===== config.mk =====
export PLATFORM = sky130hd
export DESIGN_NAME = cam_img_sequencer_flat
export DESIGN_NICKNAME = d
export VERILOG_FILES = /design/src/rtl/cam_img_sequencer_if.sv /design/src/rtl/cam_img_sequencer.sv /design/src/flat_wrapper.sv
export SDC_FILE = /design/constraint.sdc
export NUM_CORES = 1
export LEC_CHECK = 0
export BUFFER_PORTS_ARGS = -buffer_cell sky130_fd_sc_hd__buf_4
export CORE_ASPECT_RATIO = 1.4
export CORE_MARGIN = 2
export CORE_UTILIZATION = 48
export CTS_BUF_LIST = sky130_fd_sc_hd__clkbuf_16
export CTS_CLUSTER_DIAMETER = 150
export CTS_CLUSTER_SIZE = 8
export DETAILED_ROUTE_END_ITERATION = 10
export HOLD_SLACK_MARGIN = 0.08
export PLACE_DENSITY = 0.76
export SYNTH_ARGS = -nofsm -noshare
export SYNTH_HDL_FRONTEND = slang
export SYNTH_SLANG_ARGS = --single-unit

===== constraint.sdc =====
create_clock -name clk -period 2.5 [get_ports clk]
set_input_delay 0.125 -clock clk [delete_from_list [all_inputs] [get_ports clk]]
set_output_delay 0.125 -clock clk [all_outputs]
set_load 0.005 [all_outputs]

===== src/rtl/cam_img_sequencer_if.sv =====
// Pixel stream handshake between the upstream source and the CAM sequencer.
// A beat transfers on any clock edge where pix_valid and pix_ready are both high.
interface cam_img_sequencer_if #(
   parameter int DATA_WIDTH = 24
);
   logic                  pix_valid;
   logic                  pix_ready;
   logic [DATA_WIDTH-1:0] pix_data;

   modport master (output pix_valid, pix_data, input pix_ready);
   modport slave  (input pix_valid, pix_data, output pix_ready);
endinterface


===== src/rtl/cam_img_sequencer.sv =====
// Command sequencer for the CAM image-match array: streams load/query pixels into the
// array and folds the per-image match flags into a single hit/index result.
module cam_img_sequencer #(
   parameter int  ADDR_WIDTH = 15,
   parameter int  DATA_WIDTH = 24,
   parameter int  NO_OF_IMG  = 2,
   parameter int  DRAIN_CYC  = 4,
   localparam int SEL_W      = (NO_OF_IMG > 1) ? $clog2(NO_OF_IMG) : 1
) (
   input  logic                  clk,
   input  logic                  reset,
   input  logic                  start,
   input  logic                  mode,
   input  logic [SEL_W-1:0]      img_sel,
   input  logic [ADDR_WIDTH-1:0] size,
   input  logic                  abort,
   cam_img_sequencer_if.slave    pix,
   output logic [NO_OF_IMG-1:0]  cam_we,
   output logic                  cam_match_en,
   output logic                  cam_clr,
   output logic [ADDR_WIDTH-1:0] cam_addr,
   output logic [DATA_WIDTH-1:0] cam_din,
   output logic [ADDR_WIDTH-1:0] cam_size,
   input  logic [NO_OF_IMG-1:0]  cam_match,
   output logic                  busy,
   output logic                  done,
   output logic                  hit,
   output logic [SEL_W-1:0]      hit_idx,
   output logic                  err
);

   typedef enum logic [2:0] {IDLE, LOAD, CLR, QSTREAM, DRAIN, DONE} state_t;

   localparam logic [ADDR_WIDTH-1:0] A_ONE = 1;
   localparam logic [NO_OF_IMG-1:0]  W_ONE = 1;

   state_t                state;
   logic                  rdy;
   logic [ADDR_WIDTH-1:0] cnt;
   logic [SEL_W-1:0]      sel_q;
   logic [3:0]            dcnt;
   logic [NO_OF_IMG-1:0]  acc;
   logic [NO_OF_IMG-1:0]  acc_nxt;
   logic                  xfer;
   logic                  last;

   assign pix.pix_ready = rdy;
   assign xfer          = pix.pix_valid & rdy;
   assign last          = (cnt == cam_size - A_ONE);
   assign acc_nxt       = acc | cam_match;

   function automatic logic [SEL_W-1:0] lowest(input logic [NO_OF_IMG-1:0] v);
      lowest = '0;
      for (int i = NO_OF_IMG - 1; i >= 0; i--)
         if (v[i]) lowest = SEL_W'(i);
   endfunction

   always_ff @(posedge clk or posedge reset) begin
      if (reset) begin
         state        <= IDLE;
         rdy          <= 1'b0;
         cnt          <= '0;
         sel_q        <= '0;
         dcnt         <= '0;
         acc          <= '0;
         cam_we       <= '0;
         cam_match_en <= 1'b0;
         cam_clr      <= 1'b0;
         cam_addr     <= '0;
         cam_din      <= '0;
         cam_size     <= '0;
         busy         <= 1'b0;
         done         <= 1'b0;
         hit          <= 1'b0;
         hit_idx      <= '0;
         err          <= 1'b0;
      end else begin
         cam_we       <= '0;
         cam_match_en <= 1'b0;
         cam_clr      <= 1'b0;
         done         <= 1'b0;
         // abort wins over any beat presented in the same cycle
         if (abort && (state inside {LOAD, CLR, QSTREAM, DRAIN})) begin
            rdy   <= 1'b0;
            err   <= 1'b1;
            hit   <= 1'b0;
            done  <= 1'b1;
            state <= DONE;
         end else begin
            case (state)
               IDLE: if (start) begin
                  cam_size <= size;
                  sel_q    <= img_sel;
                  cnt      <= '0;
                  hit      <= 1'b0;
                  hit_idx  <= '0;
                  err      <= 1'b0;
                  busy     <= 1'b1;
                  if (size == '0 || (!mode && int'(img_sel) >= NO_OF_IMG)) begin
                     err   <= 1'b1;
                     done  <= 1'b1;
                     state <= DONE;
                  end else if (!mode) begin
                     rdy   <= 1'b1;
                     state <= LOAD;
                  end else begin
                     cam_clr <= 1'b1;
                     state   <= CLR;
                  end
               end
               LOAD, QSTREAM: if (xfer) begin
                  if (state == LOAD) cam_we <= W_ONE << sel_q;
                  else               cam_match_en <= 1'b1;
                  cam_addr <= cnt;
                  cam_din  <= pix.pix_data;
                  cnt      <= cnt + A_ONE;
                  if (last) begin
                     rdy <= 1'b0;
                     if (state == LOAD) begin
                        done  <= 1'b1;
                        state <= DONE;
                     end else begin
                        dcnt  <= '0;
                        state <= DRAIN;
                     end
                  end
               end
               CLR: begin
                  acc   <= '0;
                  rdy   <= 1'b1;
                  state <= QSTREAM;
               end
               DRAIN: begin
                  acc  <= acc_nxt;
                  dcnt <= dcnt + 4'd1;
                  if (dcnt == 4'(DRAIN_CYC - 1)) begin
                     hit     <= |acc_nxt;
                     hit_idx <= lowest(acc_nxt);
                     done    <= 1'b1;
                     state   <= DONE;
                  end
               end
               DONE: begin
                  cnt   <= '0;
                  busy  <= 1'b0;
                  state <= IDLE;
               end
               default: state <= IDLE;
            endcase
         end
      end
   end

endmodule


===== src/flat_wrapper.sv =====
// flat-port wrapper written by rule: the top's interface ports become plain ports
module cam_img_sequencer_flat 
#(
   parameter int  ADDR_WIDTH = 15,
   parameter int  DATA_WIDTH = 24,
   parameter int  NO_OF_IMG  = 2,
   parameter int  DRAIN_CYC  = 4,
   localparam int SEL_W      = (NO_OF_IMG > 1) ? $clog2(NO_OF_IMG) : 1
)
  (clk, reset, start, mode, img_sel, size, abort, cam_we, cam_match_en, cam_clr, cam_addr, cam_din, cam_size, cam_match, busy, done, hit, hit_idx, err, pix_pix_valid, pix_pix_data, pix_pix_ready);
  cam_img_sequencer_if #(.DATA_WIDTH(DATA_WIDTH)) pix_i ();
  input  logic clk;
  input  logic reset;
  input  logic start;
  input  logic mode;
  input  logic [SEL_W-1:0] img_sel;
  input  logic [ADDR_WIDTH-1:0] size;
  input  logic abort;
  output logic [NO_OF_IMG-1:0] cam_we;
  output logic cam_match_en;
  output logic cam_clr;
  output logic [ADDR_WIDTH-1:0] cam_addr;
  output logic [DATA_WIDTH-1:0] cam_din;
  output logic [ADDR_WIDTH-1:0] cam_size;
  input  logic [NO_OF_IMG-1:0] cam_match;
  output logic busy;
  output logic done;
  output logic hit;
  output logic [SEL_W-1:0] hit_idx;
  output logic err;
  input wire logic [$bits(pix_i.pix_valid)-1:0] pix_pix_valid;
  input wire logic [$bits(pix_i.pix_data)-1:0] pix_pix_data;
  output wire logic [$bits(pix_i.pix_ready)-1:0] pix_pix_ready;
  assign pix_i.pix_valid = pix_pix_valid;
  assign pix_i.pix_data = pix_pix_data;
  assign pix_pix_ready = pix_i.pix_ready;
  cam_img_sequencer #(.ADDR_WIDTH(ADDR_WIDTH), .DATA_WIDTH(DATA_WIDTH), .NO_OF_IMG(NO_OF_IMG), .DRAIN_CYC(DRAIN_CYC)) u_core (.clk(clk), .reset(reset), .start(start), .mode(mode), .img_sel(img_sel), .size(size), .abort(abort), .pix(pix_i), .cam_we(cam_we), .cam_match_en(cam_match_en), .cam_clr(cam_clr), .cam_addr(cam_addr), .cam_din(cam_din), .cam_size(cam_size), .cam_match(cam_match), .busy(busy), .done(done), .hit(hit), .hit_idx(hit_idx), .err(err));
endmodule

==> metrics.yaml <==
global_route:
  grt_pass1_vias: 4219
  gr-usage-all-layers: 0.255
  grt_max_degree: 48
  grt-ovfl-total: 0
  antenna_found_initial: 0
  grt_pass1_wl_um: 19900
clock_tree:
  cts_tree: "yes"
  cts_num_sinks: 89
  cts.clk_slew.worst_paths_ns: 0.06
  h-tree-depth: 3
  cts_buffers: 9
  cts_buffer_depth: 2
  cts_root_buf: "clkbuf_16"
  clock_latency_ns: 0.34
finish:
  utilization: 0.706
  final_cell_mix: "146 x nand2_1, 142 x buf_4, 89 x dfrtp_1, 42 x dlygate4sd3_1, 34 x nor2_1"
  drive_above_1_share: 0.305
  area_delta_synth_final_pct: 43.8
  multi_input_comb_area_um2: 2110
  num-nets-final: 704
  n_fill_cell: 697
  diodes: 0
  mostFrequentLayoutCell: "nand2_1"
  seq_area_um2: 2230
worst_setup_path:
  path_max_fanout: 6
  cp_slowest_stage_delay_ns: 0.55
  crit_start: "u_core.cam_size[1]$_DFFE_PP0P_"
  r2r_start: "u_core.cam_size[1]$_DFFE_PP0P_"
  end_kind: "flop"
  cp_num_buf_inv: 1
  crit_required_ns: 2.73
  setup.worst_path.start_class: "flop"
  crit_slowest_cell: "or4_4"
  crit_arrival_ns: 2.67
  worstPathCellList: "inv_2 -> ha_4 -> and2_1 -> o21a_1 -> o31ai_1 -> o221ai_2 -> or4_4 -> a31o_1"
  path_class: "reg -> reg"
  crit_family: "compound AO/OA/AOI/OAI gates"
logic_synthesis:
  async_flop_share: 1.00
  yosys.area_share.simple: 0.264
  yosysSeqAreaShare: 0.508
  ys_ff_latch: 89
  synth_area_per_cell_um2: 9.16
  synth.top_cell.area_share: 0.508
  synth-adder-area-share: 0.00857
  yosys_warnings: 0
  synth_cell_type_count: 52
  syn-cell-area_um2: 4380
  ys_top_cells_by_area: "dfrtp_1 51%, nand2_1 13%, xor2_1 4.2%, mux2_2 3.6%, nor2_1 2.9%"
  synth_mux_area_frac: 0.0474
  post_synth_xor_area_fraction: 0.0620
  synth_top_area_cell: "dfrtp_1"
  synthFlopType: "dfrtp_1"
  synth_top_family_by_area: "simple AND/OR/NAND/NOR gates"
  synth_cells: 478
  synth-compound-area-share: 0.0788
  synth_edf_count: 0
  syn_nets: 529
worst_hold_path:
  worstHoldStart: "cam_match[0]"
  min_path_type: "in -> reg"
sta:
  finalCritPeriodShare: 0.975
  hold_viol_final: 0
  finalSetupViolations: 0
  slew_headroom: 0.463
  min_period_ns: 2.44
  drv_slew: 0
  skew_ns: 0.00460
  timing.fmax_mhz: 410
  tightest_slew_ns: 0.806
  rsz0062_at_grt: "yes"
  totalNegativeSetupSlack_ns: 0
drt:
  num_vias: 4142
  first_iter_violations: 195
  vias_per_cell: 5.41
  wl_um: 12100
  route.detailed.drc: 0
  drt_pass1_iterations: 4
  ant_nets: 0
  routedWlPerCell_um: 15.9
floorplan:
  die_w_um: 84.7
  die_area_um2: 9920
  start_util: 0.491
  die_y_um: 117
  row_count: 41
  io_pins: 112
  coreArea_um2: 8930
power:
  power.total_w: 0.00621
  max-vdd-ir-drop_v: 0.000730
  p_per_area_nw_per_um2: 986
  leakage_nw: 3.10
status:
  status: "completed"
run:
  drv_cap: 0
placed_design:
  portBuffers: 111
  hpwl_um: 8410
  routabilityCongestion: 0.835
## cell type report
type	instances	share of cell area
clock buffers	9	0.0358
multi-input cells	356	0.334
clock inverters	7	0.0111
inverters	13	0.00795
well taps	107	0.0213
repair buffers	184	0.236
flip-flops and latches	89	0.354
## per-layer routing
layer	up-vias	global-route usage	routed length, um
li1	1957	-	-
met1	2048	0.299	4630
met2	115	0.464	6700
met3	22	0.0470	526
met4	0	0.101	289
met5	-	0	0
## registers in the layout, indices dropped and copies added (netlist names)
name / count
u_core.busy: 1
u_core.err: 1
u_core.cam_din: 24
u_core.cam_clr: 1
u_core.hit_idx: 1
u_core.dcnt: 4
u_core.cam_addr: 15
u_core.cam_size: 15
u_core.cnt: 15
u_core.state: 3
u_core.cam_we: 2
u_core.cam_match_en: 1
u_core.sel_q: 1
u_core.hit: 1
u_core.pix.pix_ready: 1
u_core.done: 1
u_core.acc: 2
## cells by family after synthesis
family,count (synthesis)
flops,89
compound gates,53
simple gates,250
mux,19
fa+ha+maj,3
buf+inv,33
xor+xnor,31
## where the power goes
group | leakage, nW | switching [W] | internal, W
clock network | 0.146 | 0.000553 | 0.000774
logic | 1.80 | 0.00129 | 0.00135
registers | 1.15 | 0.000384 | 0.00187
total | 3.10 | 0.00223 | 0.00399
## metrics by stage
stage	hold slack [ns]	std cells	setup WS [ns]	area [um2]
floorplan	0.230	478	0.0453	4390
global placement	0.290	707	0.0161	5520
detailed placement	0.304	707	-0.0910	5520
CTS	0.0982	765	0.0359	6260
global route	0.110	765	-0.0109	6300
finish	0.114	765	0.0616	6300
## cells in the mapped netlist, types with 10 or more instances
master,instances
xor2_1,21
dfrtp_1,89
nor3_1,13
xnor2_1,10
mux2_2,14
clkbuf_1,16
nand2_1,146
nor2_1,34
a21oi_1,12
o21ai_0,16
inv_1,13
## tightest hold or removal path, stage by stage
cell	delay, ns
buf_4	0.09
nor3_1	0.04
o21ai_0	0.07
o22ai_1	0.08
## path summary, 6_finish.rpt
path                                                    to  slack [ns]  depth (start not counted)
hold reg to reg                 u_core.cam_we[0]$_DFF_PP0_        0.46                          1
max in group asynchronous  u_core.cam_size[14]$_DFFE_PP0P_        1.27                          4
min in group asynchronous    u_core.cam_din[3]$_DFFE_PP0P_        0.51                          3
setup reg to reg               u_core.state[1]$_DFFE_PP0P_        0.06                          8
hold / removal                  u_core.hit_idx$_DFFE_PP0P_        0.11                          4
setup / recovery               u_core.state[1]$_DFFE_PP0P_        0.06                          8
## what timing repair did
action / in CTS / in global routing
endpoints found under the setup margin: 6 / 8
setup buffers: 0 / 0
hold endpoints to repair: 85 / 0
pin swaps: 0 / 1
hold buffers: 42 / 0
resized for setup: 4 / 9
(Power assumes the default switching activity.)
